`config.mk`:
```
export PLATFORM = sky130hd
export DESIGN_NAME = alu_responder
export DESIGN_NICKNAME = d
export VERILOG_FILES = /design/src/rtl/alu_pkg.sv /design/src/rtl/alu_rsp_fifo.sv /design/src/rtl/alu_responder.sv
export SDC_FILE = /design/constraint.sdc
export NUM_CORES = 1
export LEC_CHECK = 0
export ABC_AREA = 1
export CAP_MARGIN = 10
export CORE_MARGIN = 2
export CORE_UTILIZATION = 55
export DETAILED_ROUTE_END_ITERATION = 10
export GPL_TIMING_DRIVEN = 0
export HOLD_SLACK_MARGIN = 0.05
export PLACE_DENSITY = 0.82
export SETUP_SLACK_MARGIN = 0.05
export SYNTH_ARGS = -nofsm -noshare
export SYNTH_HDL_FRONTEND = slang
export SYNTH_HIERARCHICAL = 1
export SYNTH_SLANG_ARGS = --single-unit
```
`constraint.sdc`:
```
create_clock -name clk -period 7.5 [get_ports clk]
set_clock_uncertainty 0.1 [all_clocks]
set_input_delay 1.125 -clock clk [delete_from_list [all_inputs] [get_ports clk]]
set_output_delay 1.125 -clock clk [all_outputs]
set_load 0.005 [all_outputs]
```
`src/rtl/alu_pkg.sv`:
```
`default_nettype none
// +----------------------------------------------------------------------------+
// | alu_pkg                                                                    |
// | Opcode map, result-entry type and reference ALU evaluation function.       |
// | Optional ALU_RESPONDER_OVF_EN adds a signed-overflow bit to each entry.    |
// | Rev 1.0 - initial release                                                  |
// +----------------------------------------------------------------------------+
package alu_pkg;

    localparam int ALU_W = 32;

    localparam logic [2:0] OP_AND = 3'b000;
    localparam logic [2:0] OP_OR  = 3'b001;
    localparam logic [2:0] OP_ADD = 3'b010;
    localparam logic [2:0] OP_SUB = 3'b110;
    localparam logic [2:0] OP_SLT = 3'b111;

    typedef struct packed {
        logic [ALU_W-1:0] z;
        logic             ex;
        logic             err;
`ifdef ALU_RESPONDER_OVF_EN
        logic             ovf;
`endif
    } alu_entry_t;

    function automatic alu_entry_t alu_eval(
        input logic [ALU_W-1:0] a,
        input logic [ALU_W-1:0] b,
        input logic [2:0]       op
    );
        alu_entry_t       r;
        logic [ALU_W-1:0] sum;
        logic [ALU_W-1:0] diff;
        r    = '0;
        sum  = a + b;
        diff = a - b;
        case (op)
            OP_AND: r.z = a & b;
            OP_OR:  r.z = a | b;
            OP_ADD: begin
                r.z = sum;
`ifdef ALU_RESPONDER_OVF_EN
                r.ovf = (a[ALU_W-1] == b[ALU_W-1]) && (sum[ALU_W-1] != a[ALU_W-1]);
`endif
            end
            OP_SUB: begin
                r.z = diff;
`ifdef ALU_RESPONDER_OVF_EN
                r.ovf = (a[ALU_W-1] != b[ALU_W-1]) && (diff[ALU_W-1] != a[ALU_W-1]);
`endif
            end
            OP_SLT:  r.z = {{(ALU_W-1){1'b0}}, ($signed(a) < $signed(b))};
            default: r.err = 1'b1;
        endcase
        r.ex = (r.z == '0);
        return r;
    endfunction

endpackage
`default_nettype wire

```
`src/rtl/alu_rsp_fifo.sv`:
```
`default_nettype none
// +----------------------------------------------------------------------------+
// | alu_rsp_fifo                                                               |
// | Synchronous result FIFO; the head output holds its last value when empty.  |
// | Rev 1.0 - initial release                                                  |
// +----------------------------------------------------------------------------+
module alu_rsp_fifo #(
    parameter int DATA_W = 34,
    parameter int DEPTH  = 4,
    localparam int PTR_W = $clog2(DEPTH),
    localparam int CNT_W = PTR_W + 1
) (
    input  logic              clk,
    input  logic              rst_n,
    input  logic              i_push,
    input  logic [DATA_W-1:0] i_push_data,
    input  logic              i_pop,
    output logic [CNT_W-1:0]  o_count,
    output logic              o_empty,
    output logic [DATA_W-1:0] o_head
);

    logic [DATA_W-1:0] r_mem [DEPTH];
    logic [PTR_W-1:0]  r_wr_ptr;
    logic [PTR_W-1:0]  r_rd_ptr;
    logic [CNT_W-1:0]  r_count;
    logic [DATA_W-1:0] r_last;
    logic              w_empty;

    always_ff @(posedge clk) begin
        if (i_push) begin
            r_mem[r_wr_ptr] <= i_push_data;
        end
    end

    always_ff @(posedge clk or negedge rst_n) begin
        if (!rst_n) begin
            r_wr_ptr <= '0;
            r_rd_ptr <= '0;
            r_count  <= '0;
            r_last   <= '0;
        end else begin
            if (i_push) begin
                r_wr_ptr <= r_wr_ptr + PTR_W'(1);
            end
            if (i_pop) begin
                r_rd_ptr <= r_rd_ptr + PTR_W'(1);
            end
            r_count <= r_count + CNT_W'(i_push) - CNT_W'(i_pop);
            // Track the visible head so the output stays put once the FIFO drains.
            if (!w_empty) begin
                r_last <= r_mem[r_rd_ptr];
            end
        end
    end

    assign w_empty = (r_count == '0);
    assign o_empty = w_empty;
    assign o_count = r_count;
    assign o_head  = w_empty ? r_last : r_mem[r_rd_ptr];

endmodule
`default_nettype wire

```
`src/rtl/alu_responder.sv`:
```
`default_nettype none
// +----------------------------------------------------------------------------+
// | alu_responder                                                              |
// | Valid/ready ALU request/response wrapper: one compute stage, result FIFO.  |
// | Define ALU_RESPONDER_OVF_EN to add the rsp_ovf signed-overflow output.     |
// | Rev 1.0 - initial release                                                  |
// +----------------------------------------------------------------------------+
module alu_responder
    import alu_pkg::*;
#(
    parameter int WIDTH = 32,
    parameter int DEPTH = 4,
    parameter int CNT_W = 16
) (
    input  logic             clk,
    input  logic             rst_n,
    input  logic             req_valid,
    output logic             req_ready,
    input  logic [WIDTH-1:0] req_a,
    input  logic [WIDTH-1:0] req_b,
    input  logic [2:0]       req_op,
    output logic             rsp_valid,
    input  logic             rsp_ready,
    output logic [WIDTH-1:0] rsp_z,
    output logic             rsp_ex,
    output logic             rsp_err,
    output logic [CNT_W-1:0] rsp_count
`ifdef ALU_RESPONDER_OVF_EN
    ,
    output logic             rsp_ovf
`endif
);

    localparam int c_PTR_W   = $clog2(DEPTH);
    localparam int c_CNT_FW  = c_PTR_W + 1;
    localparam int c_ENTRY_W = $bits(alu_entry_t);

    logic                r_stage_valid;
    logic [WIDTH-1:0]    r_a;
    logic [WIDTH-1:0]    r_b;
    logic [2:0]          r_op;
    logic [CNT_W-1:0]    r_rsp_count;

    logic                w_accept;
    logic                w_pop;
    logic                w_fifo_empty;
    logic [c_CNT_FW-1:0] w_fifo_count;
    logic [c_CNT_FW-1:0] w_occupancy;
    alu_entry_t          w_result;
    alu_entry_t          w_head;

    // The in-flight stage result counts against FIFO space, so a push never stalls.
    assign w_occupancy = w_fifo_count + c_CNT_FW'(r_stage_valid);
    assign req_ready   = (w_occupancy < c_CNT_FW'(DEPTH));
    assign w_accept    = req_valid && req_ready;
    assign w_pop       = rsp_valid && rsp_ready;

    always_ff @(posedge clk or negedge rst_n) begin
        if (!rst_n) begin
            r_stage_valid <= 1'b0;
            r_a           <= '0;
            r_b           <= '0;
            r_op          <= '0;
            r_rsp_count   <= '0;
        end else begin
            r_stage_valid <= w_accept;
            if (w_accept) begin
                r_a  <= req_a;
                r_b  <= req_b;
                r_op <= req_op;
            end
            if (w_pop) begin
                r_rsp_count <= r_rsp_count + CNT_W'(1);
            end
        end
    end

    assign w_result = alu_eval(r_a, r_b, r_op);

    alu_rsp_fifo #(
        .DATA_W (c_ENTRY_W),
        .DEPTH  (DEPTH)
    ) u_fifo (
        .clk         (clk),
        .rst_n       (rst_n),
        .i_push      (r_stage_valid),
        .i_push_data (w_result),
        .i_pop       (w_pop),
        .o_count     (w_fifo_count),
        .o_empty     (w_fifo_empty),
        .o_head      (w_head)
    );

    assign rsp_valid = !w_fifo_empty;
    assign rsp_z     = w_head.z;
    assign rsp_ex    = w_head.ex;
    assign rsp_err   = w_head.err;
    assign rsp_count = r_rsp_count;
`ifdef ALU_RESPONDER_OVF_EN
    assign rsp_ovf   = w_head.ovf;
`endif

endmodule
`default_nettype wire

```
==> impl_metrics.yaml <==
critical_path:
  max_stage_delay_ns: 0.58
  slowest_stage: "nor3_4"
  endpoint_kind: "primary output"
  cp-start-kind: "flip-flop"
  crit_top_cell: "nand2_1"
  crit_required_ns: 6.27
  worstRegToRegCells: 17
  critical_path_class: "flip-flop to primary output"
  cp_max_fo: 10
  path_cells: "nor3_4 -> inv_4 -> buf_6 -> nand2_1 -> nand2_1 -> clkdlybuf4s50_1"
  worstPathArrival_ns: 2.57
power:
  power_leakage_uw: 0.0103
  vdd_ir_drop_max_mv: 0.322
  powerDensity_nw_per_um2: 530
logic_synthesis:
  ys.flop_type: "edfxtp_1"
  syn_area_um2: 17300
  synth_xor_area_frac: 0.0117
  yosys_warnings: 6
  synth_simple_gate_area_frac: 0.293
  syn_area_per_cell_um2: 7.33
  ys_ff_latch: 261
  synthMuxAreaShare: 0
  synth_fp_nets: 2541
  synth_edf_count: 136
  synth_fa_ha_area_frac: 0.0809
  synth_top_family_by_area: "simple AND/OR/NAND/NOR gates"
  async_reset_ff_frac: 0.479
  synth-compound-area-share: 0.0606
  yosysSeqAreaShare: 0.417
  netlist_instances: 2360
  synth.distinct_cells: 41
drt:
  avgRoutedWirePerCell_um: 17.5
  first_pass_iters: 6
  drt_wl_total_um: 51300
  vias: 15344
  detail-route-antenna-nets: 0
  drc: 0
  drtIter0Drc: 1214
  via_per_inst: 5.24
clock_network:
  ctsRootBufferMaster: "clkbuf_16"
  cts-buffers-inserted: 27
  cts.clk_slew.worst_paths_ns: 0.06
  h-tree-depth: 1
  clock_latency_ns: 0.59
  postCtsSetupBuffers: 0
  cts_resized: 0
  cts_max_path_buffers: 3
  cts.sinks: 261
  holdBufCountCts: 0
  cts_tree: "yes"
placed_design:
  io_buffer_count: 122
  dp_hpwl_um: 39100
  gp_congestion: 0.993
  place_inst: 2879
finish:
  layout_common_cells: "nand2_1 (803), inv_1 (431), nand3_1 (172)"
  multi_input_comb_area_um2: 7710
  filler_cell_count: 2639
  final_common_cell: "nand2_1"
  regArea_um2: 7210
  diodes: 0
  drive_gt1_frac: 0.0908
  fin_nets: 2693
  syn2layout_area_growth_pct: 15.5
  stdcell_count: 2929
timing:
  setup_tns_ns: 0
  max_slew_margin: 0.292
  tightest_slew_ns: 1.06
  fmax_mhz: 263
  rsz0062_at_grt: "false"
  slew_violations: 0
  finalCriticalPeriod_ns: 3.80
  fin_crit_sh: 0.506
  hold_viol: 0
  setup_viol: 0
worst_hold_path:
  holdCritPathClass: "flip-flop to flip-flop"
  holdPathStages: 2
global_route:
  grt_usage: 0.317
  globalRoute.totalOverflow: 0
  grt_pass1_vias: 15253
  antenna_found_initial: 1
  grt_pass1_wl_um: 81100
  grt_start_max_net_pins: 68
floorplan:
  die_x_um: 181
  ioPinCount: 123
  fp.dieH_um: 181
  fp.dieArea_um2: 32900
  initial_utilization: 0.562
  core-area_um2: 30700
  row_count: 64
job:
  cap_violations: 0
status:
  outcome: "complete, no violations"
[layer usage]
metal / global-route usage / share of wire / up-vias
met2: 0.555 / 0.49 / 522
met1: 0.407 / 0.41 / 7202
met5: 0 / 0 / -
met3: 0.0385 / 0.058 / 86
li1: - / - / 7534
met4: 0.112 / 0.037 / 0
[synth_stat cells (all sizes together) (19+ instances only)]
cell type	number	area share
nand2	826	0.18
inv	494	0.11
nand3	177	0.053
nor2	147	0.037
edfxtp	136	0.24
dfrtp	125	0.18
ha	107	0.077
o21ai	98	0.028
a21oi	53	0.016
buf	53	0.023
o22ai	24	0.0087
clkbuf	23	0.0062
nand4	19	0.0069
[power by group]
| part | switching (µW) | total, µW | leakage (µW) | internal, µW |
|---|---|---|---|---|
| registers | 263 | 2510 | 0.00280 | 2250 |
| logic | 4490 | 6660 | 0.00705 | 2170 |
| clock network | 603 | 1400 | 0.000452 | 797 |
[metrics by stage]
stage	hold slack [ns]	instance area (µm²)	util	worst slack, ns	total power [µW]
finish	0.381	20000	0.649	3.70	10600
detailed placement	0.364	19000	0.619	4.05	9040
global placement	0.359	19000	0.618	0.355	8880
floorplan	0.366	17300	-	4.81	6810
CTS	0.378	20000	0.649	3.69	10500
global route	0.402	20000	0.649	3.58	11400
[area by class of cell]
cell class              instances  share of cell area
multi-input cells            1526               0.386
inverters                     497              0.0936
plain buffers                  76              0.0250
well taps                     396              0.0248
clock buffers                  30              0.0354
repair buffers                123              0.0626
flip-flops and latches        261               0.361
clock inverters                20              0.0111
[worst max-delay path, delay by kind of cell, from the launching register on]
kind	cells	cell delay, ns
buf+inv	3	0.78
simple gates	3	0.77
flops	1	0.44
[worst paths after layout]
kind                                    from  slack [ns]                  to
hold / removal              u_fifo/r_last[6]        0.38    u_fifo/r_last[6]
setup reg to reg                      r_b[0]        3.90  u_fifo/r_mem[2][1]
min in group asynchronous              rst_n        0.42             r_op[2]
max in group asynchronous              rst_n        6.15       rsp_count[11]
setup / recovery           u_fifo/o_count[1]        3.70           rsp_z[13]
hold reg to reg             u_fifo/r_last[6]        0.38    u_fifo/r_last[6]
[kinds of logic after synthesis]
| logic type | Yosys count |
|---|---|
| xor gates and xnor gates | 23 |
| AOI/OAI and AO/OA | 192 |
| adders and majority gates | 110 |
| and+or+nand+nor | 1201 |
| buffers and inverters | 573 |
| DFF | 261 |
[registers in the layout, summed over array words and instances (netlist names)]
register,count
u_fifo/o_count,3
u_fifo/r_last,34
r_op,3
r_a,32
r_stage_valid,1
rsp_count,16
u_fifo/r_mem,136
r_b,32
u_fifo/r_wr_ptr,2
u_fifo/r_rd_ptr,2
(Power assumes the default switching activity.)
